## src/rtl/imem_boot_pkg.sv

```systemverilog
// Shared types and constants for the instruction-memory boot sequencer.
package imem_boot_pkg;

    typedef enum logic [2:0] {
        StIdle,
        StLoad,
        StHold,
        StRun,
        StDone
    } boot_state_e;

    localparam int unsigned WORD_STRIDE       = 4;
    localparam logic [31:0] DEFAULT_BASE_ADDR = 32'h0000_0000;
    localparam int unsigned DEFAULT_MAX_WORDS = 64;

endpackage

```

## src/rtl/boot_down_counter.sv

```systemverilog
// Loadable down-counter with zero flag; saturates at zero instead of wrapping.
module boot_down_counter #(
    parameter int unsigned WIDTH = 16
) (
    input  logic             clk,
    input  logic             rst,
    input  logic             load,
    input  logic [WIDTH-1:0] load_value,
    input  logic             dec,
    output logic             zero
);

    logic [WIDTH-1:0] count_q;

    always_ff @(posedge clk or negedge rst) begin
        if (!rst) begin
            count_q <= '0;
        end else if (load) begin
            count_q <= load_value;
        end else if (dec && (count_q != '0)) begin
            count_q <= count_q - 1'b1;
        end
    end

    assign zero = (count_q == '0);

endmodule

```

## src/rtl/imem_boot_sequencer.sv

```systemverilog
// Streams a program into CPU instruction memory, then clears, runs and halts the CPU
// for a programmed number of cycles.
module imem_boot_sequencer
    import imem_boot_pkg::*;
#(
    parameter logic [31:0] BASE_ADDR  = DEFAULT_BASE_ADDR,
    parameter int unsigned MAX_WORDS  = DEFAULT_MAX_WORDS,
    parameter int unsigned CNT_W      = 7,
    parameter int unsigned RESET_HOLD = 2,
    parameter int unsigned RUN_W      = 16
) (
    input  logic             clk,
    input  logic             rst,
    input  logic             start,
    input  logic             abort,
    input  logic [RUN_W-1:0] run_cycles,
    input  logic             load_valid,
    output logic             load_ready,
    input  logic [31:0]      load_data,
    input  logic             load_last,
    output logic             cpu_init,
    output logic [31:0]      cpu_init_addr,
    output logic [31:0]      cpu_init_data,
    output logic             cpu_rst,
    output logic             busy,
    output logic             done,
    output logic             overflow,
    output logic [CNT_W-1:0] words_loaded
);

    boot_state_e      state_q, state_d;
    logic [CNT_W-1:0] count_q;
    logic [CNT_W-1:0] count_next;
    logic [RUN_W-1:0] budget_q;
    logic             cpu_init_q, cpu_rst_q, done_q, overflow_q;
    logic [31:0]      addr_q, data_q;

    logic             handshake, write_en, start_ok, at_limit;
    logic             cnt_load, cnt_dec, cnt_zero;
    logic [RUN_W-1:0] cnt_value;

    assign load_ready = (state_q == StLoad);
    assign busy       = !((state_q == StIdle) || (state_q == StDone));
    assign handshake  = load_valid && load_ready;
    assign write_en   = handshake && !abort;
    assign start_ok   = start && !abort && ((state_q == StIdle) || (state_q == StDone));
    assign count_next = count_q + 1'b1;
    assign at_limit   = (count_next == CNT_W'(MAX_WORDS));

    // One counter times both phases: reloaded with the hold length on HOLD entry and
    // with the run budget on RUN entry.
    always_comb begin
        state_d   = state_q;
        cnt_load  = 1'b0;
        cnt_dec   = 1'b0;
        cnt_value = '0;
        unique case (state_q)
            StIdle, StDone: begin
                if (start) state_d = StLoad;
            end
            StLoad: begin
                if (handshake && (load_last || at_limit)) begin
                    state_d   = StHold;
                    cnt_load  = 1'b1;
                    cnt_value = RUN_W'(RESET_HOLD - 1);
                end
            end
            StHold: begin
                if (cnt_zero) begin
                    state_d   = StRun;
                    cnt_load  = 1'b1;
                    cnt_value = budget_q - 1'b1;
                end else begin
                    cnt_dec = 1'b1;
                end
            end
            StRun: begin
                // A zero budget means free-running until abort.
                if (budget_q != '0) begin
                    if (cnt_zero) state_d = StDone;
                    else          cnt_dec = 1'b1;
                end
            end
            default: state_d = StIdle;
        endcase
        if (abort) state_d = StIdle;
    end

    boot_down_counter #(
        .WIDTH (RUN_W)
    ) u_phase_counter (
        .clk        (clk),
        .rst        (rst),
        .load       (cnt_load),
        .load_value (cnt_value),
        .dec        (cnt_dec),
        .zero       (cnt_zero)
    );

    always_ff @(posedge clk or negedge rst) begin
        if (!rst) begin
            state_q    <= StIdle;
            count_q    <= '0;
            budget_q   <= '0;
            cpu_init_q <= 1'b0;
            cpu_rst_q  <= 1'b1;
            addr_q     <= '0;
            data_q     <= '0;
            done_q     <= 1'b0;
            overflow_q <= 1'b0;
        end else begin
            state_q    <= state_d;
            cpu_init_q <= write_en;
            cpu_rst_q  <= (state_d != StRun);
            done_q     <= (state_d == StDone);
            if (start_ok) begin
                count_q    <= '0;
                overflow_q <= 1'b0;
                budget_q   <= run_cycles;
            end else if (write_en) begin
                count_q <= count_next;
                addr_q  <= BASE_ADDR + 32'(WORD_STRIDE) * 32'(count_q);
                data_q  <= load_data;
                if (at_limit && !load_last) overflow_q <= 1'b1;
            end
        end
    end

    assign cpu_init      = cpu_init_q;
    assign cpu_init_addr = addr_q;
    assign cpu_init_data = data_q;
    assign cpu_rst       = cpu_rst_q;
    assign done          = done_q;
    assign overflow      = overflow_q;
    assign words_loaded  = count_q;

endmodule

```

## config.mk

```make
export PLATFORM = sky130hd
export DESIGN_NAME = imem_boot_sequencer
export DESIGN_NICKNAME = d
export VERILOG_FILES = /design/src/rtl/imem_boot_pkg.sv /design/src/rtl/boot_down_counter.sv /design/src/rtl/imem_boot_sequencer.sv
export SDC_FILE = /design/constraint.sdc
export NUM_CORES = 1
export LEC_CHECK = 0
export ABC_CLOCK_PERIOD_IN_PS = 5400
export CORE_ASPECT_RATIO = 1.75
export CORE_MARGIN = 4
export CORE_UTILIZATION = 49
export CTS_CLUSTER_SIZE = 25
export DETAILED_ROUTE_END_ITERATION = 7
export PLACE_DENSITY = 0.91
export SLEW_MARGIN = 20
export SYNTH_ARGS = -nofsm -noshare
export SYNTH_HDL_FRONTEND = slang
export SYNTH_HIERARCHICAL = 1
export SYNTH_SLANG_ARGS = --single-unit
```

## constraint.sdc

```tcl
create_clock -name clk -period 5.4 [get_ports clk]
set_clock_uncertainty 0.1 [all_clocks]
set_input_delay 0.54 -clock clk [delete_from_list [all_inputs] [get_ports clk]]
set_output_delay 0.54 -clock clk [all_outputs]
set_load 0.02 [all_outputs]
```

==> flow_metrics.tcl <==
set metrics [dict create \
    grt_overflow 0 \
    final.min_clock_period_ns 3.54 \
    antennaDiodeCount 0 \
    rsz0062_at_grt "no" \
    antenna_found_initial 0 \
    criticalPathCategory "register to register" \
    cts_resized 0 \
    avgSynthCellArea_sq_um 10.9 \
    drive_gt1_share_pct 17.0 \
    final_area_sq_mm 0.00587 \
    seq_power_share_pct 39.4 \
    hold_class "input port to async pin" \
    slew_viol_final 0 \
    ir_drop_mv 0.344 \
    tns_ns 0 \
    status "finished, final reports clean" \
    cts.sinks 85 \
    setup_viol 0 \
    worst_slew_pin_slew_ns 0.793 \
    yosysSeqAreaShare_pct 47.7 \
    p_switching_mw 0.920 \
    multi_input_area_sq_mm 0.00212 \
    start_util_pct 50.8 \
    io_pins 131 \
    nNetsFinal 571 \
    h-tree-depth 3 \
    cts_tree "done" \
    final_antenna_net_count 0 \
    period_share_pct 65.6 \
    crit_arrival_ns 3.64 \
    drv_cap 0 \
    p_per_area_mw_per_mm2 444 \
    rows 45 \
    dpl.hpwl_mm 8.43 \
    syn-cell-area_sq_mm 0.00446 \
    die_area_sq_mm 0.0108 \
    track_usage_pct 23.6 \
    netlist_top_cells_area "dfrtp_1 47%, mux2_2 13%, buf_4 4.2%, nor2_1 2.4%, nand2_1 2.4%" \
    clk_pin_slew_ns 0.07 \
    cts_buffers 9 \
    grt_max_degree 86 \
    synth_cell_types 61 \
    drt_iter0_markers 256 \
    clockBufferDepth 2 \
    synth_edf_count 0 \
    synth_ff_type "dfrtp_1" \
    p_comb_share_pct 34.1 \
    fin_hold_ws_ns 0.143 \
    ys_ff_latch 85 \
    cts_setup_buffers 0 \
    start_kind "register" \
    dpl_cell_area_sq_mm 0.00550 \
    intPower_mw 1.69 \
    remaining_drc_errors 0 \
    syn_inst 411 \
    vias 3728 \
    p_clk_share_pct 26.5 \
    num-fill-cells 592 \
    cp_max_fo 18 \
    cts_root_buf "clkbuf_16" \
    die_w_um 80.1 \
    worstSkewPairLatency_ns 0.34 \
    hold_violations 0 \
    die_h_um 134 \
    io_buffer_count 105 \
    wl_per_cell_um 19.6 \
    viasPerCell 5.87 \
    area_growth_pct 31.5 \
    clock.fmax_ghz 0.283 \
    core_area_sq_mm 0.00878 \
    synth_top_area_cell "dfrtp_1" \
    power_leakage_nw 2.36 \
    async_reset_ff_share_pct 100 \
    place_congestion 0.805 \
    fin_cells 635 \
    p_total_mw 2.61 \
    grt_pass1_wl_mm 19.7 \
    dr.pass1.iters 5 \
    first_global_vias 3916 \
    ys_warn_count 6 \
    relSlewSlack_pct 46.8 \
    endpoint_kind "register" \
    hold_buffers 0 \
    power.switching_fraction_pct 35.3 \
    worstPathRequired_ns 5.50 \
    dp_cells 618 \
    regArea_sq_mm 0.00213 \
    synth_top_area_share_pct 47.1 \
    routed_wirelength_mm 12.5 \
]
[cells in the mapped netlist (6+ instances only)]
cell type	count
o21ai_0	19
a31oi_1	9
dfrtp_1	84
xor2_1	7
nor3_1	8
nand2_1	28
o21ai_1	6
nor2_1	29
a21oi_1	15
mux2_2	53
inv_1	12
buf_2	6
buf_4	25
or4_1	8
clkbuf_1	8
[area by class of cell]
| cell class | instances | area share (%) |
|---|---|---|
| Sequential cell | 85 | 36.3 |
| Multi-Input combinational cell | 297 | 36.1 |
| Timing Repair Buffer | 108 | 18.7 |
| Clock buffer | 10 | 4.07 |
| Tap cell | 117 | 2.50 |
| Clock inverter | 6 | 1.58 |
| Inverter | 12 | 0.768 |
[sequential cells by signal (all words and copies together), names as in the netlist]
name	flops
done	1
budget_q	16
cpu_rst	1
cpu_init_addr	7
u_phase_counter/count_q	16
words_loaded	7
cpu_init	1
overflow	1
state_q	3
cpu_init_data	32
[final timing paths]
path | startpoint | endpoint | slack (ns) | cells past startpoint
worst min-delay path | rst | cpu_init_data[28] | 0.14 | 1
worst min register to register | cpu_init_addr[7] | cpu_init_addr[7] | 0.41 | 1
worst max-delay path | u_phase_counter/count_q[0] | u_phase_counter/count_q[11] | 1.86 | 11
min in group clk | cpu_init_addr[7] | cpu_init_addr[7] | 0.41 | 1
worst max register to register | u_phase_counter/count_q[0] | u_phase_counter/count_q[11] | 1.86 | 11
max in group asynchronous | rst | words_loaded[6] | 4.52 | 1
[logic make-up after synthesis]
kind of cell	share of synthesized area [%]
other	0.0840
xor gates and xnor gates	1.96
DFF	47.7
buffers and inverters	6.93
adders and majority gates	1.12
and+or+nand+nor	17.7
AOI/OAI and AO/OA	10.5
muxes	14.1
[worst max-delay path, stage by stage, from the launching register on]
cell      delay [ns]
dfrtp_1         0.39
inv_1           0.09
ha_1            0.21
nor4b_1         0.52
nand4_1         0.32
inv_1           0.24
nand3b_1        0.43
o21ai_0         0.30
buf_4           0.28
inv_1           0.25
nor2_1          0.21
a31oi_1         0.06
[layer usage]
| metal | vias up | global-route usage [%] | part of all wire, % |
|---|---|---|---|
| met5 | - | 0 | 0 |
| met4 | 0 | 12.6 | 4.0 |
| met3 | 50 | 8.00 | 9.1 |
| met2 | 248 | 39.7 | 52 |
| met1 | 1775 | 25.5 | 35 |
| li1 | 1655 | - | - |
[stage by stage]
stage	setup WS, ns	util, %
floorplan	2.58	-
global placement	2.18	62.7
detailed placement	2.05	62.7
CTS	1.90	66.4
global route	1.61	66.8
finish	1.86	66.8
[power by group through the flow]
stage,clock (mW),sequential (mW),combinational (mW)
2_1_floorplan,0,1.11,0.403
3_3_place_gp,0,1.00,0.849
3_5_place_dp,0,1.03,0.872
4_1_cts,0.693,1.02,0.888
5_1_grt,0.726,1.05,0.949
6_report,0.692,1.03,0.888
[cells in the final DEF, fill, tap and decap left out, types with 3 or more instances in the layout]
cell	n
clkdlybuf4s50_1	104
dfrtp_1	84
mux2_2	53
nor2_1	29
nand2_1	28
conb_1	25
o21ai_0	19
a21oi_1	15
inv_1	12
a31oi_1	9
clkbuf_16	9
or4_1	8
nor3_1	8
xor2_1	7
o21ai_1	6
nand3_1	5
o31ai_1	5
nand4b_1	5
or3_1	5
nor2b_1	4
nand3b_1	4
nor4b_1	4
o41ai_1	4
nand4_1	4
ha_1	4
xnor2_1	3
nand2b_1	3
nor4_1	3
and2_1	3
Note: power is estimated with default switching activity, not from simulation.
